===== config.mk =====
export PLATFORM = sky130hd
export DESIGN_NAME = rmst_read_arbiter
export DESIGN_NICKNAME = d
export VERILOG_FILES = /design/src/rtl/rmst_arb_pkg.sv /design/src/rtl/rr_arbiter.sv /design/src/rtl/rmst_read_arbiter.sv
export SDC_FILE = /design/constraint.sdc
export NUM_CORES = 1
export LEC_CHECK = 0
export CAP_MARGIN = 30
export CELL_PAD_IN_SITES_DETAIL_PLACEMENT = 0
export CELL_PAD_IN_SITES_GLOBAL_PLACEMENT = 1
export CORE_ASPECT_RATIO = 0.5
export CORE_MARGIN = 2
export CORE_UTILIZATION = 36
export DETAILED_ROUTE_END_ITERATION = 8
export GPL_TIMING_DRIVEN = 0
export PLACE_DENSITY_LB_ADDON = 0.2
export SLEW_MARGIN = 10
export SYNTH_ARGS = -nofsm -noshare
export SYNTH_HDL_FRONTEND = slang
export SYNTH_SLANG_ARGS = --single-unit

===== constraint.sdc =====
create_clock -name clk -period 5.4 [get_ports clk]
set_input_delay 0.54 -clock clk [delete_from_list [all_inputs] [get_ports clk]]
set_output_delay 0.54 -clock clk [all_outputs]
set_load 0.02 [all_outputs]

===== src/rtl/rmst_arb_pkg.sv =====
// +----------------------------------------------------------------------------+
// | rmst_arb_pkg : shared types and helpers for rmst_read_arbiter             |
// | Rev 1.0 : initial release                                                 |
// +----------------------------------------------------------------------------+
`default_nettype none

package rmst_arb_pkg;

  typedef enum logic [1:0] {
    S_IDLE  = 2'd0,
    S_ISSUE = 2'd1,
    S_BUSY  = 2'd2,
    S_DRAIN = 2'd3
  } state_t;

  localparam int unsigned XDW_BYTES = 16;

  // Ceiling division of a byte length by the beat size.
  function automatic logic [63:0] beat_count(input logic [63:0] len_bytes,
                                             input int unsigned bytes_per_beat);
    logic [63:0] b;
    b = 64'(bytes_per_beat);
    return (len_bytes + b - 64'd1) / b;
  endfunction

endpackage

`default_nettype wire


===== src/rtl/rr_arbiter.sv =====
// +----------------------------------------------------------------------------+
// | rr_arbiter : combinational one-hot round-robin picker starting at ptr     |
// | Rev 1.0 : initial release                                                 |
// +----------------------------------------------------------------------------+
`default_nettype none

module rr_arbiter #(
  parameter int NREQ = 2,
  parameter int PW   = 1
) (
  input  logic [NREQ-1:0] req,
  input  logic [PW-1:0]   ptr,
  output logic [NREQ-1:0] gnt
);

  logic          w_found;
  logic [PW-1:0] w_idx;

  always_comb begin
    gnt     = '0;
    w_found = 1'b0;
    w_idx   = '0;
    for (int k = 0; k < NREQ; k++) begin
      w_idx = PW'((int'(ptr) + k) % NREQ);
      if (!w_found && req[w_idx]) begin
        gnt[w_idx] = 1'b1;
        w_found    = 1'b1;
      end
    end
  end

endmodule

`default_nettype wire


===== src/rtl/rmst_read_arbiter.sv =====
// +----------------------------------------------------------------------------+
// | rmst_read_arbiter : shares one Avalon read master among NREQ load clients |
// | Optional: RMST_ARB_PERF_EN adds per-client busy-cycle counters            |
// | Rev 1.0 : initial release                                                 |
// +----------------------------------------------------------------------------+
`default_nettype none

module rmst_read_arbiter
  import rmst_arb_pkg::*;
#(
  parameter int XAW  = 32,
  parameter int XDW  = int'(8 * XDW_BYTES),
  parameter int NREQ = 2,
  parameter int CW   = 16
) (
  input  logic                clk,
  input  logic                rst,
  input  logic [NREQ-1:0]     cli_go,
  input  logic [NREQ*XAW-1:0] cli_read_base,
  input  logic [NREQ*XAW-1:0] cli_read_length,
  input  logic [NREQ-1:0]     cli_fixed_location,
  output logic [NREQ-1:0]     cli_done,
  input  logic [NREQ-1:0]     cli_user_read_buffer,
  output logic [NREQ-1:0]     cli_user_data_available,
  output logic [XDW-1:0]      cli_user_buffer_data,
  output logic                rmst_fixed_location,
  output logic [XAW-1:0]      rmst_read_base,
  output logic [XAW-1:0]      rmst_read_length,
  output logic                rmst_go,
  input  logic                rmst_done,
  output logic                rmst_user_read_buffer,
  input  logic [XDW-1:0]      rmst_user_buffer_data,
  input  logic                rmst_user_data_available,
  output logic [NREQ-1:0]     grant,
  output logic                err_go_busy
`ifdef RMST_ARB_PERF_EN
  ,
  output logic [NREQ*32-1:0]  perf_busy_cycles
`endif
);

  localparam int          PW           = (NREQ > 1) ? $clog2(NREQ) : 1;
  localparam int unsigned C_BEAT_BYTES = XDW / 8;

  state_t          r_state;
  logic [PW-1:0]   r_owner;
  logic [PW-1:0]   r_rr_ptr;
  logic [NREQ-1:0] r_pending;
  logic [NREQ-1:0] r_fixed;
  logic [XAW-1:0]  r_base [NREQ];
  logic [XAW-1:0]  r_len  [NREQ];
  logic            r_zero_valid;
  logic [CW-1:0]   r_beats;
  logic [CW-1:0]   r_cnt;
  logic            r_done_q;

  logic [NREQ-1:0] w_gnt;
  logic [PW-1:0]   w_sel_idx;
  logic [CW-1:0]   w_sel_beats;
  logic            w_sel_zero;
  logic            w_select;
  logic [NREQ-1:0] w_accept;
  logic [NREQ-1:0] w_reject;
  logic [NREQ-1:0] w_owner_oh;
  logic [NREQ-1:0] w_clear;
  logic            w_data_phase;
  logic            w_pop;
  logic            w_drain_done;
  logic            w_zero_done;
  logic            w_complete;
  logic [PW-1:0]   w_next_ptr;

  rr_arbiter #(
    .NREQ (NREQ),
    .PW   (PW)
  ) u_rr (
    .req (r_pending),
    .ptr (r_rr_ptr),
    .gnt (w_gnt)
  );

  always_comb begin
    w_sel_idx = '0;
    for (int i = 0; i < NREQ; i++) begin
      if (w_gnt[i]) w_sel_idx = PW'(i);
    end
  end

  assign w_sel_beats  = CW'(beat_count(64'(r_len[w_sel_idx]), C_BEAT_BYTES));
  assign w_sel_zero   = (r_len[w_sel_idx] == '0);
  // A pending zero-length completion blocks new selection for one cycle.
  assign w_select     = (r_state == S_IDLE) && !r_zero_valid && (|r_pending) && rmst_done;

  assign w_accept     = cli_go & ~r_pending;
  assign w_reject     = cli_go &  r_pending;
  assign cli_done     = ~r_pending;

  assign w_data_phase = (r_state == S_BUSY) || (r_state == S_DRAIN);
  assign w_pop        = w_data_phase && cli_user_read_buffer[r_owner];
  assign w_drain_done = (r_state == S_DRAIN) && (r_cnt == r_beats);
  assign w_zero_done  = (r_state == S_IDLE) && r_zero_valid;
  assign w_complete   = w_drain_done || w_zero_done;
  assign w_clear      = w_complete ? w_owner_oh : '0;
  assign w_next_ptr   = (r_owner == PW'(NREQ - 1)) ? '0 : r_owner + PW'(1);

  assign rmst_go               = (r_state == S_ISSUE);
  assign rmst_user_read_buffer = w_pop;
  assign cli_user_buffer_data  = rmst_user_buffer_data;

  for (genvar gi = 0; gi < NREQ; gi++) begin : g_client
    assign w_owner_oh[gi]              = (r_owner == PW'(gi));
    assign grant[gi]                   = (r_state != S_IDLE) && w_owner_oh[gi];
    assign cli_user_data_available[gi] = rmst_user_data_available && w_owner_oh[gi] && w_data_phase;
  end

  // Per-client request registers; a go is only accepted while cli_done is high.
  always_ff @(posedge clk or negedge rst) begin
    if (!rst) begin
      r_pending   <= '0;
      r_fixed     <= '0;
      err_go_busy <= 1'b0;
      for (int i = 0; i < NREQ; i++) begin
        r_base[i] <= '0;
        r_len[i]  <= '0;
      end
    end else begin
      r_pending <= (r_pending | w_accept) & ~w_clear;
      for (int i = 0; i < NREQ; i++) begin
        if (w_accept[i]) begin
          r_base[i]  <= cli_read_base[i*XAW +: XAW];
          r_len[i]   <= cli_read_length[i*XAW +: XAW];
          r_fixed[i] <= cli_fixed_location[i];
        end
      end
      if (|w_reject) err_go_busy <= 1'b1;
    end
  end

  always_ff @(posedge clk or negedge rst) begin
    if (!rst) begin
      r_state             <= S_IDLE;
      r_owner             <= '0;
      r_rr_ptr            <= '0;
      r_zero_valid        <= 1'b0;
      r_beats             <= '0;
      r_cnt               <= '0;
      r_done_q            <= 1'b1;
      rmst_read_base      <= '0;
      rmst_read_length    <= '0;
      rmst_fixed_location <= 1'b0;
    end else begin
      r_done_q <= rmst_done;
      if (w_pop) r_cnt <= r_cnt + CW'(1);
      if (w_complete) begin
        r_rr_ptr     <= w_next_ptr;
        r_zero_valid <= 1'b0;
      end
      case (r_state)
        S_IDLE: begin
          if (w_select) begin
            r_owner <= w_sel_idx;
            if (w_sel_zero) begin
              r_zero_valid <= 1'b1;
            end else begin
              r_state             <= S_ISSUE;
              r_beats             <= w_sel_beats;
              r_cnt               <= '0;
              rmst_read_base      <= r_base[w_sel_idx];
              rmst_read_length    <= r_len[w_sel_idx];
              rmst_fixed_location <= r_fixed[w_sel_idx];
            end
          end
        end
        S_ISSUE: r_state <= S_BUSY;
        // The master signals burst end by a rising edge of rmst_done.
        S_BUSY:  if (rmst_done && !r_done_q) r_state <= S_DRAIN;
        S_DRAIN: if (w_drain_done) r_state <= S_IDLE;
        default: r_state <= S_IDLE;
      endcase
    end
  end

`ifdef RMST_ARB_PERF_EN
  for (genvar gp = 0; gp < NREQ; gp++) begin : g_perf
    logic [31:0] r_busy_cnt;
    always_ff @(posedge clk or negedge rst) begin
      if (!rst) begin
        r_busy_cnt <= '0;
      end else if (grant[gp] && (r_busy_cnt != 32'hFFFF_FFFF)) begin
        r_busy_cnt <= r_busy_cnt + 32'd1;
      end
    end
    assign perf_busy_cycles[gp*32 +: 32] = r_busy_cnt;
  end
`endif

endmodule

`default_nettype wire


==> results.md <==
- Status: completed
- Clk root buf: clkbuf_16
- FF-to-FF path depth: 8
- Top Ports: 468
- First-pass GRT wire length: a little under 60000 um
- Final hold violation count: 0
- Non-Filler Instances: around 1900
- DP Cell Count: 1816
- Max-cap viol count: 0
- Initial Util: a little under two fifths
- Post-synth cell types: 53
- Post-Route Skew: 0.0104 ns
- Horiz. Die Dim: roughly 260 um
- Crit share post-route: 55.7%
- Min cycle time layout: roughly 3 ns
- CTS Hold Bufs: 1
- Static Leak: between 6 and 7 nW
- Commonest cells after routing, fill and taps aside: clkdlybuf4s50_1 (338), dfrtp_1 (235), nand2_1 (134)
- Nets: about 1700
- Commonest non-fill, non-tap cell in the layout: clkdlybuf4s50_1
- CP Max Fanout: 10
- Min-delay src: rmst_done
- Synth Instances: ~1000
- Vias/cell: between 4 and 5
- FF-to-FF Start: r_len[60]
- Vias in the first global route: roughly 9600
- RSZ-0062 raised after global routing: false
- Syn Nets: 1313
- Wire per inst: around 21 um
- Routed Antenna Nets: 0
- CTS max path bufs: 3
- Power Dens Cells: 535 nW/um^2
- EDFF count, synth: 0
- Port bufs: between 300 and 400
- Worst R2R End: rmst_read_length[17]
- Worst-Margin Slew: approximately 0.76 ns
- Post-synthesis sequential area ratio: roughly half
- Post-Route Setup TNS: 0 ns
- Place WS: 2.16 ns
- Antenna violations before repair: 2
- Vias: 9082
- GP Congestion: 0.888
- Post-CTS Repair Setup Buffers: 0
- Num CTS Buffers: 23
- Drt drc: 0
- CTS tree: yes
- FMAX: between 0.3 and 0.4 GHz
- CTS H-tree lvls: 1
- Critical path data required time: about 5.8 ns
- Final WS setup: roughly 2.4 ns
- Fin. max-slew vios: 0
- Ys flop type: dfrtp_1
- Cell Rows: 46
- Largest net degree at the start of global routing: between 90 and 100
- Pwr Total: between 0.008 and 0.009 W
- Worst Hold End: r_done_q
- Clock Pin Slew Worst Setup and Hold Paths: 0.07 ns
- Fin area: roughly 17000 um^2
- Die Ht: approximately 130 um
- PostCTS Resize Cnt: 0
- Routed WL: roughly 39000 um
- Synth warnings: 0
- Die area: 34200 um^2
- Hold Crit Class: input port to flop
- Area Growth Syn to Fin: 40.6%
- Arrival time of the worst setup path: ~3.4 ns
- Netlist Area Pre-Place: around 12000 um^2
- Post-DP HPWL: approximately 31000 um
- First DRT Iteration DRCs: 462
- Share of layout cells above drive strength 1: a little over a quarter
- Hold depth: 1
- CP startpoint kind: flop
- Syn Area/Cell: 11.3 um^2
- Dpl cell area: approximately 16000 um^2
- VDD IR max: 0.220 mV
- Setup CP Type: flop to flop
- GRT Total Usage: around 22%
- Sink Count: around 240
- Ys async rst share: between 90% and 100%
- Clk_lat worst skew: 0.53 ns
- Detailed-router iteration count before antenna repair: 4
- CP Capture Type: flop
- R2r setup slk: ~2.4 ns
- Core Region: between 30000 and 40000 um^2
- Final Setup Violations: 0
- Slew HR: 49.0%
- Overflow left after global routing: 0
- #FFs+latches synth: around 240
==> layout make-up <==
cell class / count / area [um^2]
Fill cell: 2889 / 15400
Sequential cell: 236 / 5910
Multi-Input combinational cell: 601 / 4540
Timing Repair Buffer: 343 / 3470
Buffer: 182 / 1240
Clock buffer: 33 / 663
Tap cell: 432 / 541
Clock inverter: 8 / 98.8
Inverter: 23 / 86.3
Antenna cell: 2 / 5.00
==> registers in the layout (all words and copies together), names as in the netlist <==
signal               count
r_base                  64
r_done_q                 1
err_go_busy              1
r_rr_ptr                 1
r_owner                  1
r_zero_valid             1
rmst_fixed_location      1
rmst_read_length        32
r_cnt                   16
r_state                  2
rmst_read_base          32
r_beats                 16
r_pending                2
r_fixed                  2
r_len                   64
==> layer usage <==
layer | GRT usage (%) | vias to the layer above | wire length (um)
met4 | 4.60 | 0 | 718
met3 | 3.81 | 46 | 1880
met1 | 26.8 | 4572 | 15700
met5 | 0 | - | 0
met2 | 40.4 | 256 | 20300
li1 | - | 4208 | -
==> synth_stat cells, types with 7 or more instances <==
cell type	count	area, um^2
dfrtp_1	235	5880
nand2_1	134	503
mux2_2	132	1490
buf_4	129	968
a21oi_1	67	335
a31oi_2	36	450
clkbuf_1	35	131
nor2_1	34	128
xnor2_1	24	210
inv_1	22	82.6
xor2_1	20	175
nor4_1	18	113
mux2i_1	15	150
a31oi_1	14	87.6
mux2_4	13	195
nand4_1	13	81.3
buf_6	9	101
nor3_1	8	40.0
o21ai_0	8	40.0
nand3_1	7	35.0
==> cells by family (layout without fill, tap and decap cells) <==
group,Yosys count,in the layout,synth area share [%]
buf+inv,205,589,11.3
flops,236,236,50.2
mux,166,166,16.2
compound gates,149,149,9.40
simple gates,237,237,9.18
other cells,0,2,0
xor+xnor,44,44,3.27
fa+ha+maj,5,5,0.532
==> critical path: stages, from the launching register on <==
cell	delay [ns]
dfrtp_1	0.40
nor4_1	0.58
nand4_1	0.24
nor4_2	0.29
o2111ai_2	0.42
and2_1	0.33
buf_6	0.14
buf_6	0.18
mux2_4	0.31
==> stage by stage <==
step           utilization [%]  hold slack [ns]
2_1_floorplan                -            0.244
3_3_place_gp              49.2            0.489
3_5_place_dp              49.4            0.496
4_1_cts                   51.8            0.481
5_1_grt                   51.8            0.498
6_report                  51.8            0.503
==> worst max path at each step <==
stage	start	to	slack (ns)	cells after the start
3_5_place_dp	cli_go[1]	r_len[4]	2.16	5
5_1_grt	r_len[60]	rmst_read_base[15]	2.27	9
6_report	r_len[60]	rmst_read_length[17]	2.39	8
3_3_place_gp	rst	rmst_read_length[14]	-6.25	1
2_1_floorplan	r_len[34]	r_beats[10]	3.09	7
4_1_cts	r_len[60]	rmst_read_length[17]	2.42	8
==> report_power, final <==
group / internal (W) / switching [W] / leakage [nW]
registers: 0.00262 / 0.000661 / 2.80
clock network: 0.000951 / 0.000706 / 0.370
logic: 0.00189 / 0.00203 / 3.73
total: 0.00546 / 0.00340 / 6.89
(Power assumes the default switching activity.)
